==> src/rtl/gb_dma_pkg.sv <==
// Shared types and constants for the OAM DMA engine.
package gb_dma_pkg;

  typedef enum logic [2:0] {
    StIdle,
    StDly,
    StRd,
    StCap,
    StWr,
    StGap
  } dma_state_e;

  localparam logic [15:0] REG_ADDR_FF46 = 16'hFF46;
  localparam int unsigned OAM_LEN       = 160;
  localparam logic [7:0]  ECHO_BASE     = 8'hE0;

  // Pages E0..FF alias work RAM at C0..DF.
  function automatic logic [7:0] eff_page(input logic [7:0] page);
    return (page >= ECHO_BASE) ? page - 8'h20 : page;
  endfunction

endpackage

==> src/rtl/dma_slot_timer.sv <==
// Byte-slot counter for the OAM DMA engine: counts 0..CYC_PER_BYTE-1 and flags the last clock.
module dma_slot_timer #(
  parameter int unsigned CYC_PER_BYTE = 4
) (
  input  logic clk_i,
  input  logic rst_i,
  input  logic clr_i,
  input  logic en_i,
  output logic slot_end_o
);

  localparam int unsigned SW = $clog2(CYC_PER_BYTE);

  logic [SW-1:0] s_q, s_d;

  assign slot_end_o = en_i && (s_q == SW'(CYC_PER_BYTE - 1));

  always_comb begin
    s_d = s_q + 1'b1;
    if (clr_i || !en_i || slot_end_o) s_d = '0;
  end

  always_ff @(posedge clk_i) begin
    if (rst_i) s_q <= '0;
    else       s_q <= s_d;
  end

endmodule

==> src/rtl/oam_dma_ctrl.sv <==
// GB/GBC OAM DMA engine: copies LEN bytes from {page,00} into OAM after a write to FF46.
// Build option OAM_DMA_STARTUP_DELAY_EN inserts one idle slot before the first read.
module oam_dma_ctrl
  import gb_dma_pkg::*;
#(
  parameter int unsigned LEN          = OAM_LEN,
  parameter int unsigned CYC_PER_BYTE = 4,
  parameter logic [15:0] REG_ADDR     = REG_ADDR_FF46
) (
  input  logic        clka,
  input  logic        rsta,
  input  logic        reg_we,
  input  logic [15:0] reg_addr,
  input  logic [7:0]  reg_din,
  output logic [7:0]  reg_dout,
  output logic        busy,
  output logic        src_en,
  output logic [15:0] src_addr,
  input  logic [7:0]  src_din,
  output logic        oam_en,
  output logic        oam_we,
  output logic [7:0]  oam_addr,
  output logic [7:0]  oam_dout
);

`ifdef OAM_DMA_STARTUP_DELAY_EN
  localparam dma_state_e StStart = StDly;
`else
  localparam dma_state_e StStart = StRd;
`endif

  dma_state_e state_q, state_d;
  logic [7:0] idx_q, idx_d;
  logic [7:0] page_q;
  logic [7:0] data_q;
  logic       trig;
  logic       slot_end;
  logic       last;

  assign trig = reg_we && (reg_addr == REG_ADDR);
  assign last = (idx_q == 8'(LEN - 1));

  dma_slot_timer #(
    .CYC_PER_BYTE (CYC_PER_BYTE)
  ) u_slot_timer (
    .clk_i      (clka),
    .rst_i      (rsta),
    .clr_i      (trig),
    .en_i       (state_q != StIdle),
    .slot_end_o (slot_end)
  );

  always_ff @(posedge clka) begin
    if (rsta) state_q <= StIdle;
    else      state_q <= state_d;
  end

  // A trigger always wins, including over the final slot end.
  always_comb begin
    state_d = state_q;
    if (trig) begin
      state_d = StStart;
    end else begin
      unique case (state_q)
        StIdle:       state_d = StIdle;
        StDly:        if (slot_end) state_d = StRd;
        StRd:         state_d = StCap;
        StCap:        state_d = StWr;
        StWr, StGap:  state_d = slot_end ? (last ? StIdle : StRd) : StGap;
        default:      state_d = StIdle;
      endcase
    end
  end

  always_comb begin
    idx_d = idx_q;
    if (trig) begin
      idx_d = '0;
    end else if (slot_end && state_q != StDly && state_q != StIdle) begin
      idx_d = last ? 8'd0 : idx_q + 8'd1;
    end
  end

  always_ff @(posedge clka) begin
    if (rsta) begin
      idx_q  <= '0;
      page_q <= '0;
      data_q <= '0;
    end else begin
      idx_q <= idx_d;
      if (trig)             page_q <= reg_din;
      if (state_q == StCap) data_q <= src_din;
    end
  end

  // The write on a restart edge is dropped so a half-finished slot never lands in OAM.
  always_comb begin
    reg_dout = page_q;
    busy     = (state_q != StIdle);
    src_en   = (state_q == StRd);
    src_addr = src_en ? {eff_page(page_q), idx_q} : 16'h0000;
    oam_en   = (state_q == StWr) && !trig;
    oam_we   = oam_en;
    oam_addr = (state_q == StWr) ? idx_q : 8'h00;
    oam_dout = (state_q == StWr) ? data_q : 8'h00;
  end

endmodule

==> config.mk <==
export PLATFORM = sky130hd
export DESIGN_NAME = oam_dma_ctrl
export DESIGN_NICKNAME = d
export VERILOG_FILES = /design/src/rtl/gb_dma_pkg.sv /design/src/rtl/dma_slot_timer.sv /design/src/rtl/oam_dma_ctrl.sv
export SDC_FILE = /design/constraint.sdc
export NUM_CORES = 1
export LEC_CHECK = 0
export BUFFER_PORTS_ARGS = -buffer_cell sky130_fd_sc_hd__clkbuf_2
export CAP_MARGIN = 25
export CORE_ASPECT_RATIO = 0.7
export CORE_MARGIN = 2
export CORE_UTILIZATION = 40
export DETAILED_ROUTE_END_ITERATION = 10
export PLACE_DENSITY = 0.85
export SKIP_CTS_REPAIR_TIMING = 1
export SYNTH_ARGS = -nofsm -noshare
export SYNTH_HDL_FRONTEND = slang
export SYNTH_SLANG_ARGS = --single-unit
export TNS_END_PERCENT = 100
==> constraint.sdc <==
create_clock -name clka -period 1.2 [get_ports clka]
set_input_delay 0.12 -clock clka [delete_from_list [all_inputs] [get_ports clka]]
set_output_delay 0.12 -clock clka [all_outputs]
set_load 0.01 [all_outputs]
======== Word-level counts from Yosys, hierarchy flattened ========
Index checks and enable logic that the tools add are counted.
storage, ports and cells
  flip-flop bits (word level) ............. 29
  bits of input ports ..................... 35
  output and inout port bits .............. 44
  logic and storage cells ................. 44
cells by class
  $add $sub $neg .......................... 3
  order comparisons ....................... 1
  equal/unequal tests ..................... 11
  multiplexer cells ....................... 10
  reduce and logical (&&, ||, !) cells .... 13
operators by type and width
  cell                                                                 number
  8-bit 2-to-1 mux                                                     4
  16-bit == test (second input constant)                               1
  16-bit 2-to-1 mux                                                    1
  3-bit case mux with 4 select lines                                   1
  8-bit by 1-bit adder with 8-bit output (second input constant)       1
  8-bit == test (second input constant)                                1
  8-bit greater-or-equal comparator (second input constant)            1
  8-bit by 6-bit subtractor with 8-bit output (second input constant)  1
  3-bit by 2-bit == test with 1-bit output (second input constant)     2
  3-bit == test (second input constant)                                2
  3-bit 2-to-1 mux                                                     2
  2-bit OR reduction                                                   3
  1-bit logical AND                                                    5
  2-bit 2-to-1 mux                                                     2
  3-bit by 1-bit == test with 1-bit output (second input constant)     1
  3-bit by 1-bit != test with 1-bit output (second input constant)     1
  3-bit != test (second input constant)                                1
  3-bit nonzero test                                                   1
  2-bit by 1-bit adder with 2-bit output (second input constant)       1
  2-bit == test (second input constant)                                1
  1-bit logical NOT                                                    2
  1-bit logical OR                                                     2
  2-bit != test (second input constant)                                1

======== Depth between registers and ports, before layout ========
Gate-level depths: netlist of the first run.
  depth after elaboration ................. 5
  mapped depth ............................ 6
  gate-level depth less buffers ........... 5

======== Hierarchy ========
Synthesis of the first run repeated with hierarchy kept, for this count alone.
second synthesis, totals
  cells, all modules ...................... 186
  area total of the unflattened synthesis .. 1634.1 um2
modules (own cells, without submodules)
  module          instances  cells an instance  area each (um2)  seq. area each (um2)
  oam_dma_ctrl    1          179                1549.0           540.5
  dma_slot_timer  1          7                  85.1             40.0

======== Worst setup path after synthesis of the first run ========
OpenSTA, ideal clock, no wires.
  kind .................................... register -> output
  start ................................... register state_q[2]
  end ..................................... output port oam_we
  data arrival time ....................... 1335 ps
  required time ........................... 1080 ps
  slack ................................... -255 ps
  cell stages (with the launch flop) ...... 6
  buffers on the path ..................... 2
  cells stage by stage .................... dfxtp_1 > inv_1 > nor3_1 > clkbuf_1 > and2_1 > buf_4
on the way
  cells in the longest elaborated chain, start to end .. 2
ends and longest elaborated chain
  what                    RTL line             source
  from (decl)             oam_dma_ctrl.sv:32   dma_state_e state_q, state_d;
  from (signal assigned)  oam_dma_ctrl.sv:54   if (rsta) state_q <= StIdle;
  from (signal assigned)  oam_dma_ctrl.sv:55   else state_q <= state_d;
  3-bit == test           oam_dma_ctrl.sv:102  oam_en = (state_q == StWr) && !trig;
  1-bit logical AND       oam_dma_ctrl.sv:102
  to (decl)               oam_dma_ctrl.sv:21   output logic oam_we,
No other way between the ends.

======== Worst setup path after layout of the first run ========
  start ................................... register state_q[2]
  end ..................................... output port oam_dout[5]
on the way
  cells in the longest elaborated chain, start to end .. 2
ends and longest elaborated chain
  what              RTL line             source
  3-bit == test     oam_dma_ctrl.sv:105  oam_dout = (state_q == StWr) ? data_q : 8'h00;
  8-bit 2-to-1 mux  oam_dma_ctrl.sv:105
  to (decl)         oam_dma_ctrl.sv:23   output logic [7:0] oam_dout
No other way between the ends.

==> flow_summary.toml, run 1 <==
[logic_synthesis]
async_flop_share = 0
avgSynthCellArea_um2 = 8.22
synth-edff-count = 0
synth-warning-count = 0
ys_seq_area_frac = 0.386
synth.area.top_cells = "dfxtp_1, and3_1, and2_1, mux2i_1, nand3_1"
syn-instance-count = 183
synthDistinctLibCells = 33
post-synth-top-area-cell = "dfxtp_1"
ys_ff_latch = 29
synth_area_mm2 = 0.00150
ys.flop_type = "dfxtp_1"
synth_top_area_share = 0.386
synth_nets = 221

[pwr]
p_per_area_mw_per_mm2 = 710
total_power_mw = 1.93
irDropWorstVdd_uv = 678
cellLeakagePower_nw = 1.37

[placement]
dp_hpwl_um = 3360
gp_congestion = 0.874
portBuffers = 78
dp.cells = 335
dpl_cell_area_mm2 = 0.00222

[worst_setup_path]
rrSetupSlack_ps = -190
crit_path_start_kind = "flip-flop"
crit_path_max_incr_delay_ps = 390
cp_cell_sequence = "inv_4 > nor3_4 > buf_6 > and2_4 > buf_6"
r2r-start = "state_q[2]"
critPathBufInv = 3
crit_path_frequent_cell = "buf_6"
worstSetupPathType = "flip-flop to output pin"
crit_fanout = 5
crit_family = "simple AND/OR/NAND/NOR gates"
rr_endpoint = "idx_q[0]"
ff2ff_path_depth = 4
crit_arrival_ps = 1430
cp_slowest_cell = "dfxtp_4"
crit_required_ps = 1080
worst_setup_path_end_kind = "output pin"

[clock_network]
h-tree-depth = 2
cts_tree = "yes"
clk_pin_slew_ps = 70
cts_buffer_depth = 2
insertion_delay_ps = 280
cts_sinks = 29
cts_buffers = 5
cts_root_buffer = "clkbuf_8"

[die]
die_h_um = 55.3
coreArea_mm2 = 0.00356
num_io_pins = 79
num_rows = 18
die_w_um = 77.3
start_util = 0.423
dieArea_mm2 = 0.00427

[sta]
fin_hold_ws_ps = 72.1
rsz0062_at_grt = "true"
clock.fmax_mhz = 644
relSlewSlack = 0.722
tightest_slew_ps = 416
clock_skew_ps = 12.9
hold_viol = 0
slew_viol_final = 0
fin_crit_ps = 1550
timing.final.ws_setup_ps = -352
fin_crit_sh = 1.29
finalSetupViolCount = 45

[detailed_routing]
post_drt_via_cell_ratio = 5.53
routed-via-count = 1951
drc = 0
first_pass_iters = 4
drtIter0Drc = 154
ant_nets = 0
totalWireLength_um = 6340
wl_per_cell_um = 17.9

[finish]
design_area_mm2 = 0.00271
nFillCells = 244
stdcell_count = 353
fin_nets = 340
layout-area-overhead-vs-synth_pct = 80.4
drive_above_1_share = 0.587
antenna_cells = 0
fin_util = 0.763

[global_route]
antenna_found_initial = 0
grt_pass1_vias = 1595
track_usage = 0.211
grt_pass1_wl_um = 7270
overflow = 0
grt_max_degree = 18

[run]
maxCapViolations = 0

[worst_hold_path]
hold_path_depth = 3
hp-start = "reg_din[5]"
hold_end = "reg_dout[5]"
hp-class = "input pin to flip-flop"

[status]
violations = "negative setup slack"
status = "complete, but fails checks"
-- cells in the mapped netlist (all sizes together), types with 3 or more instances --
| master | instances |
|---|---|
| dfxtp | 29 |
| and2 | 17 |
| and3 | 17 |
| nor2 | 16 |
| nand3 | 14 |
| a21oi | 11 |
| nor3 | 9 |
| o21ai | 9 |
| mux2i | 8 |
| nand2 | 8 |
| clkbuf | 7 |
| buf | 5 |
| inv | 5 |
| xnor2 | 5 |
| nor4 | 4 |
| ha | 3 |
-- stage by stage --
step           setup WS [ps]  TNS, ps
3_3_place_gp           -83.7     -684
6_report                -352   -10820
3_5_place_dp            -152    -1440
2_1_floorplan          -49.5     -716
4_1_cts                 -377   -12010
5_1_grt                 -393   -12910
-- layout by cell type (no fill, tap or decap), types with 2 or more instances in the layout --
master	instances
ha_4	2
xor2_1	2
nand2_1	7
xnor2_1	5
or3_1	2
nor3_2	2
nor2_1	14
a21oi_1	10
nor4_4	3
mux2i_1	8
dfxtp_4	4
nor3_4	2
inv_1	4
o21ai_0	8
dfxtp_2	6
dfxtp_1	19
buf_6	25
nor3_1	5
nand3_1	13
and2_4	16
buf_4	37
clkbuf_2	60
and3_1	17
clkbuf_8	6
nand4_1	2
and4bb_1	2
-- cell families after synthesis --
family	count (synthesis)	share of synthesized area
DFF	29	0.386
and+or+nand+nor	96	0.359
muxes	8	0.0532
adders and majority gates	3	0.0250
AOI/OAI and AO/OA	23	0.0807
xor gates and xnor gates	7	0.0408
buffers and inverters	17	0.0557
-- registers in the layout (all words and copies together), names as in the netlist --
signal and count:
idx_q 8, reg_dout 8, u_slot_timer.s_q 2, state_q 3, data_q 8
-- final cells by class --
class / instances / area, µm² / area share
sequential: 29 / 603 / 0.222
multi-input combinational: 137 / 1050 / 0.385
clock buffer: 6 / 82.6 / 0.0304
timing repair buffer: 124 / 885 / 0.326
tap: 50 / 62.6 / 0.0231
inverter: 5 / 21.3 / 0.00784
clock inverter: 2 / 13.8 / 0.00507
-- worst max path at each step --
stage,startpoint,end,slack (ps),cells past startpoint
finish,state_q[2],oam_dout[5],-350,5
floorplan,state_q[1],data_q[0],-50,5
CTS,state_q[2],oam_dout[0],-380,5
global placement,u_slot_timer.s_q[0],idx_q[7],-80,5
global route,state_q[1],oam_dout[5],-390,5
detailed placement,u_slot_timer.s_q[0],idx_q[5],-150,5
-- power breakdown --
| part | internal (mW) | switching (mW) | leakage [nW] | total [mW] |
|---|---|---|---|---|
| Combinational | 0.0543 | 0.0490 | 1.08 | 0.103 |
| Sequential | 0.953 | 0.00000488 | 0.240 | 0.953 |
| Clock | 0.464 | 0.408 | 0.0512 | 0.872 |
-- per-layer routing --
metal  track usage  up-vias  part of all wire
met2         0.345      125              0.50
met4        0.0510        0             0.016
li1              -      877                 -
met3        0.0572       12             0.078
met1         0.279      937              0.40
met5             0        -                 0
-- worst min-delay path, cell delays in order --
cell      delay [ps]
clkbuf_2          80
nand3_1           50
a21oi_1           60
Power figures use the tool's default switching activity.
==> inputs of run 2 (changes only) <==
--- a/config.mk
+++ b/config.mk
@@ -7,7 +7,7 @@
 export LEC_CHECK = 0
 export BUFFER_PORTS_ARGS = -buffer_cell sky130_fd_sc_hd__clkbuf_2
 export CAP_MARGIN = 25
-export CORE_ASPECT_RATIO = 0.7
+export CORE_ASPECT_RATIO = 2
 export CORE_MARGIN = 2
 export CORE_UTILIZATION = 40
 export DETAILED_ROUTE_END_ITERATION = 10
==> constraint.sdc (replaced) <==
create_clock -name clka -period 1.4 [get_ports clka]
set_input_delay 0.14 -clock clka [delete_from_list [all_inputs] [get_ports clka]]
set_output_delay 0.14 -clock clka [all_outputs]
set_load 0.01 [all_outputs]
==> flow_summary.toml, run 2 (synthesis gave the netlist of run 1 again) <==
[clock_network]
cts_tree = "yes"
cts_buffer_depth = 2
insertion_delay_ps = 280
cts_root_buffer = "clkbuf_8"
cts_sinks = 29
h-tree-depth = 2
clk_pin_slew_ps = 70
cts_buffers = 5

[worst_setup_path]
crit_required_ps = 1260
rr_endpoint = "idx_q[7]"
cp_cell_sequence = "inv_4 > nor3_4 > buf_6 > and2_4 > buf_6"
critPathBufInv = 3
r2r-start = "u_slot_timer.s_q[0]"
crit_path_frequent_cell = "buf_6"
crit_arrival_ps = 1420
cp_slowest_cell = "dfxtp_4"
crit_path_start_kind = "flip-flop"
crit_path_max_incr_delay_ps = 370
crit_family = "simple AND/OR/NAND/NOR gates"
rrSetupSlack_ps = -70
worst_setup_path_end_kind = "output pin"
ff2ff_path_depth = 5
crit_fanout = 7
worstSetupPathType = "flip-flop to output pin"

[worst_hold_path]
hold_end = "reg_dout[5]"
hold_path_depth = 3
hp-start = "reg_din[5]"
hp-class = "input pin to flip-flop"

[die]
num_io_pins = 79
dieArea_mm2 = 0.00430
coreArea_mm2 = 0.00361
num_rows = 31
die_h_um = 90.7
die_w_um = 47.4
start_util = 0.417

[finish]
antenna_cells = 0
regArea_um2 = 592
multi_input_area_um2 = 918
layout-area-overhead-vs-synth_pct = 60.3
design_area_mm2 = 0.00241
drive_above_1_share = 0.504
layout_common_cells = "clkbuf_2, dfxtp_1, buf_4"
fin_util = 0.668
nFillCells = 312
final_common_cell = "clkbuf_2"
fin_nets = 319

[detailed_routing]
totalWireLength_um = 4520
drtIter0Drc = 38
routed-via-count = 1746
wl_per_cell_um = 13.7
first_pass_iters = 4
post_drt_via_cell_ratio = 5.27
drc = 0
ant_nets = 0

[pwr]
swShare = 0.194
p_per_area_mw_per_mm2 = 747
p_comb_frac = 0.046
irDropWorstVdd_uv = 639
cellLeakagePower_nw = 1.21
p_int_mw = 1.45
pwr-share-clk = 0.497
p_seq_frac = 0.457
p_sw_mw = 0.349

[sta]
finalSetupViolCount = 36
fin_crit_ps = 1560
clock.fmax_mhz = 642
fin_crit_sh = 1.11
timing.final.ws_setup_ps = -157
tightest_slew_ps = 553
rsz0062_at_grt = "true"
slew_viol_final = 0
relSlewSlack = 0.629
hold_viol = 0
fin_hold_ws_ps = 92.5
clock_skew_ps = 9.63

[global_route]
grt_pass1_wl_um = 6990
grt_pass1_vias = 1674
antenna_found_initial = 0
overflow = 0
track_usage = 0.217
grt_max_degree = 18

[placement]
gp_congestion = 0.883
portBuffers = 78
dp_slack_ps = 26.1
dpl_cell_area_mm2 = 0.00207
dp_hpwl_um = 3230

[run]
maxCapViolations = 0

[status]
violations = "negative setup slack"
status = "complete, but fails checks"
## run 2: cell count changes in the layout (fill, tap and decap cells not counted), sizes merged
cell    delta
clkinv     -2
clkbuf     +2
buf       -22
bufinv     +1
## run 2: per-layer routing
metal | routed length, µm | global-route usage | up-vias
met1 | 1500 | 0.213 | 819
li1 | - | - | 840
met2 | 2580 | 0.385 | 68
met4 | 233 | 0.111 | 0
met3 | 215 | 0.0440 | 19
met5 | 0 | 0 | -
## run 2: tightest hold or removal path: cells and delay by family
kind | cells | cell delay [ps]
compound gates | 1 | 60
simple gates | 1 | 60
buf+inv | 1 | 80
## run 2: worst max-delay path by stage
stage	startpoint	endpoint	slack, ps	cells past startpoint
after floorplan	u_slot_timer.s_q[0]	idx_q[7]	30	5
after global placement	u_slot_timer.s_q[0]	idx_q[7]	90	5
after detailed placement	u_slot_timer.s_q[0]	idx_q[7]	30	5
after CTS	state_q[2]	oam_en	-220	5
after global routing	state_q[2]	oam_en	-210	5
final	state_q[2]	oam_en	-160	5
## run 2: final cells by class
| class | count | share of cell area |
|---|---|---|
| Inverter | 5 | 0.00882 |
| Tap cell | 49 | 0.0254 |
| Multi-Input combinational cell | 137 | 0.381 |
| Clock inverter | 1 | 0.0125 |
| Sequential cell | 29 | 0.245 |
| Timing Repair Buffer | 103 | 0.291 |
| Clock buffer | 7 | 0.0358 |
## run 2: power by group through the flow
stage          clock network (mW)  registers [mW]  logic [mW]
2_1_floorplan                   0           0.843      0.0254
3_3_place_gp                    0           0.843      0.0823
3_5_place_dp                    0           0.843      0.0833
4_1_cts                     0.909           0.825      0.0836
5_1_grt                     0.943           0.822      0.0917
6_report                    0.894           0.823      0.0827
## run 2: per-stage QoR
| step | power (mW) | TNS (ps) | cells |
|---|---|---|---|
| after floorplan | 0.869 | 0 | 183 |
| after global placement | 0.926 | 0 | 320 |
| after detailed placement | 0.927 | 0 | 320 |
| after CTS | 1.82 | -4650 | 328 |
| after global routing | 1.86 | -5400 | 331 |
| final | 1.80 | -3060 | 331 |
==> inputs of run 3 (changes only) <==
--- a/config.mk
+++ b/config.mk
@@ -5,13 +5,14 @@
 export SDC_FILE = /design/constraint.sdc
 export NUM_CORES = 1
 export LEC_CHECK = 0
-export BUFFER_PORTS_ARGS = -buffer_cell sky130_fd_sc_hd__clkbuf_2
 export CAP_MARGIN = 25
 export CORE_ASPECT_RATIO = 2
 export CORE_MARGIN = 2
-export CORE_UTILIZATION = 40
+export CORE_UTILIZATION = 45
 export DETAILED_ROUTE_END_ITERATION = 10
-export PLACE_DENSITY = 0.85
+export DONT_BUFFER_PORTS = 1
+export PLACE_DENSITY = 0.72
+export RECOVER_POWER = 100
 export SKIP_CTS_REPAIR_TIMING = 1
 export SYNTH_ARGS = -nofsm -noshare
 export SYNTH_HDL_FRONTEND = slang
==> flow_summary.toml, run 3 (synthesis gave the netlist of run 1 again) <==
[worst_setup_path]
worstSetupPathType = "flip-flop to output pin"
r2r-start = "idx_q[1]"
crit_path_start_kind = "flip-flop"
crit_required_ps = 1260
worst_setup_path_end_kind = "output pin"
rr_endpoint = "state_q[1]"
crit_fanout = 7
rrSetupSlack_ps = 0
crit_arrival_ps = 1340
ff2ff_path_depth = 5

[finish]
multi_input_area_um2 = 910
regArea_um2 = 587
fin_util = 0.566
antenna_cells = 0
fin_nets = 236
layout-area-overhead-vs-synth_pct = 20.2
drive_above_1_share = 0.237
final_common_cell = "dfxtp_1"
stdcell_count = 229
design_area_mm2 = 0.00181
layout_common_cells = "dfxtp_1, and3_1, nor2_1"
nFillCells = 287

[die]
coreArea_mm2 = 0.00319
num_io_pins = 79
die_w_um = 44.9
num_rows = 29
start_util = 0.471
die_h_um = 85.8
dieArea_mm2 = 0.00385

[sta]
fin_crit_sh = 1.06
rsz0062_at_grt = "true"
timing.final.ws_setup_ps = -79.1
tns_ps = -1240
hold_viol = 0
fin_crit_ps = 1480
clock_skew_ps = 6.65
fin_hold_ws_ps = 4.72
clock.fmax_mhz = 676
slew_viol_final = 0
tightest_slew_ps = 595
finalSetupViolCount = 21
relSlewSlack = 0.602

[worst_hold_path]
hold_end = "reg_dout[3]"
hp-start = "reg_din[3]"
hold_path_depth = 2
hp-class = "input pin to flip-flop"

[clock_network]
cts_sinks = 29
insertion_delay_ps = 280
cts_buffer_depth = 2
clk_pin_slew_ps = 60
cts_buffers = 5
cts_root_buffer = "clkbuf_8"
cts_tree = "yes"
h-tree-depth = 2

[detailed_routing]
drtIter0Drc = 36
routed-via-count = 1393
wl_per_cell_um = 17.2
first_pass_iters = 4
totalWireLength_um = 3930
ant_nets = 0
post_drt_via_cell_ratio = 6.08
drc = 0

[pwr]
total_power_mw = 1.54
cellLeakagePower_nw = 0.774
irDropWorstVdd_uv = 711
p_per_area_mw_per_mm2 = 852

[global_route]
grt_pass1_wl_um = 5780
antenna_found_initial = 0
grt_pass1_vias = 1334
overflow = 0
track_usage = 0.203
grt_max_degree = 19

[placement]
dp_slack_ps = 27.1
dpl_cell_area_mm2 = 0.00162
dp.cells = 220
gp_congestion = 0.865
portBuffers = 0
dp_hpwl_um = 2930

[status]
status = "complete, but fails checks"
violations = "negative setup slack"

[run]
maxCapViolations = 0
run 3: changes by cell type in the layout (fill, tap and decap cells not counted), sizes merged:
cell / previous run / this run
dlygate4sd3: 0 / 1
bufinv: 1 / 0
buf: 42 / 16
clkbuf: 68 / 10
run 3: how the worst max path moves through the flow:
stage | startpoint | cells past startpoint | to | slack (ps)
global placement | u_slot_timer.s_q[0] | 5 | idx_q[7] | 80
global route | idx_q[4] | 3 | oam_addr[4] | -130
floorplan | u_slot_timer.s_q[0] | 5 | idx_q[7] | 30
detailed placement | u_slot_timer.s_q[0] | 5 | idx_q[7] | 30
finish | state_q[0] | 3 | oam_dout[5] | -80
CTS | state_q[1] | 4 | oam_dout[4] | -120
run 3: power breakdown:
group          switching [mW]  internal [mW]  total, mW
clock network           0.299          0.389      0.688
registers          0.00000398          0.823      0.823
logic                  0.0193        0.00863     0.0279
total                   0.319           1.22       1.54
run 3: critical path, cell delays in order, from the launching register on:
cell	delay (ps)
dfxtp_1	380
nor3_4	320
buf_6	170
and2_1	190
run 3: metal layers:
layer,share of wire,GRT usage
met1,0.34,0.184
met5,0,0
met3,0.049,0.0400
met4,0.031,0.110
met2,0.58,0.387
run 3: layout make-up:
type | instances | share of cell area
sequential | 29 | 0.325
multi-input combinational | 137 | 0.503
tap | 31 | 0.0215
timing repair buffer | 20 | 0.0913
inverter | 5 | 0.0118
clock buffer | 7 | 0.0478
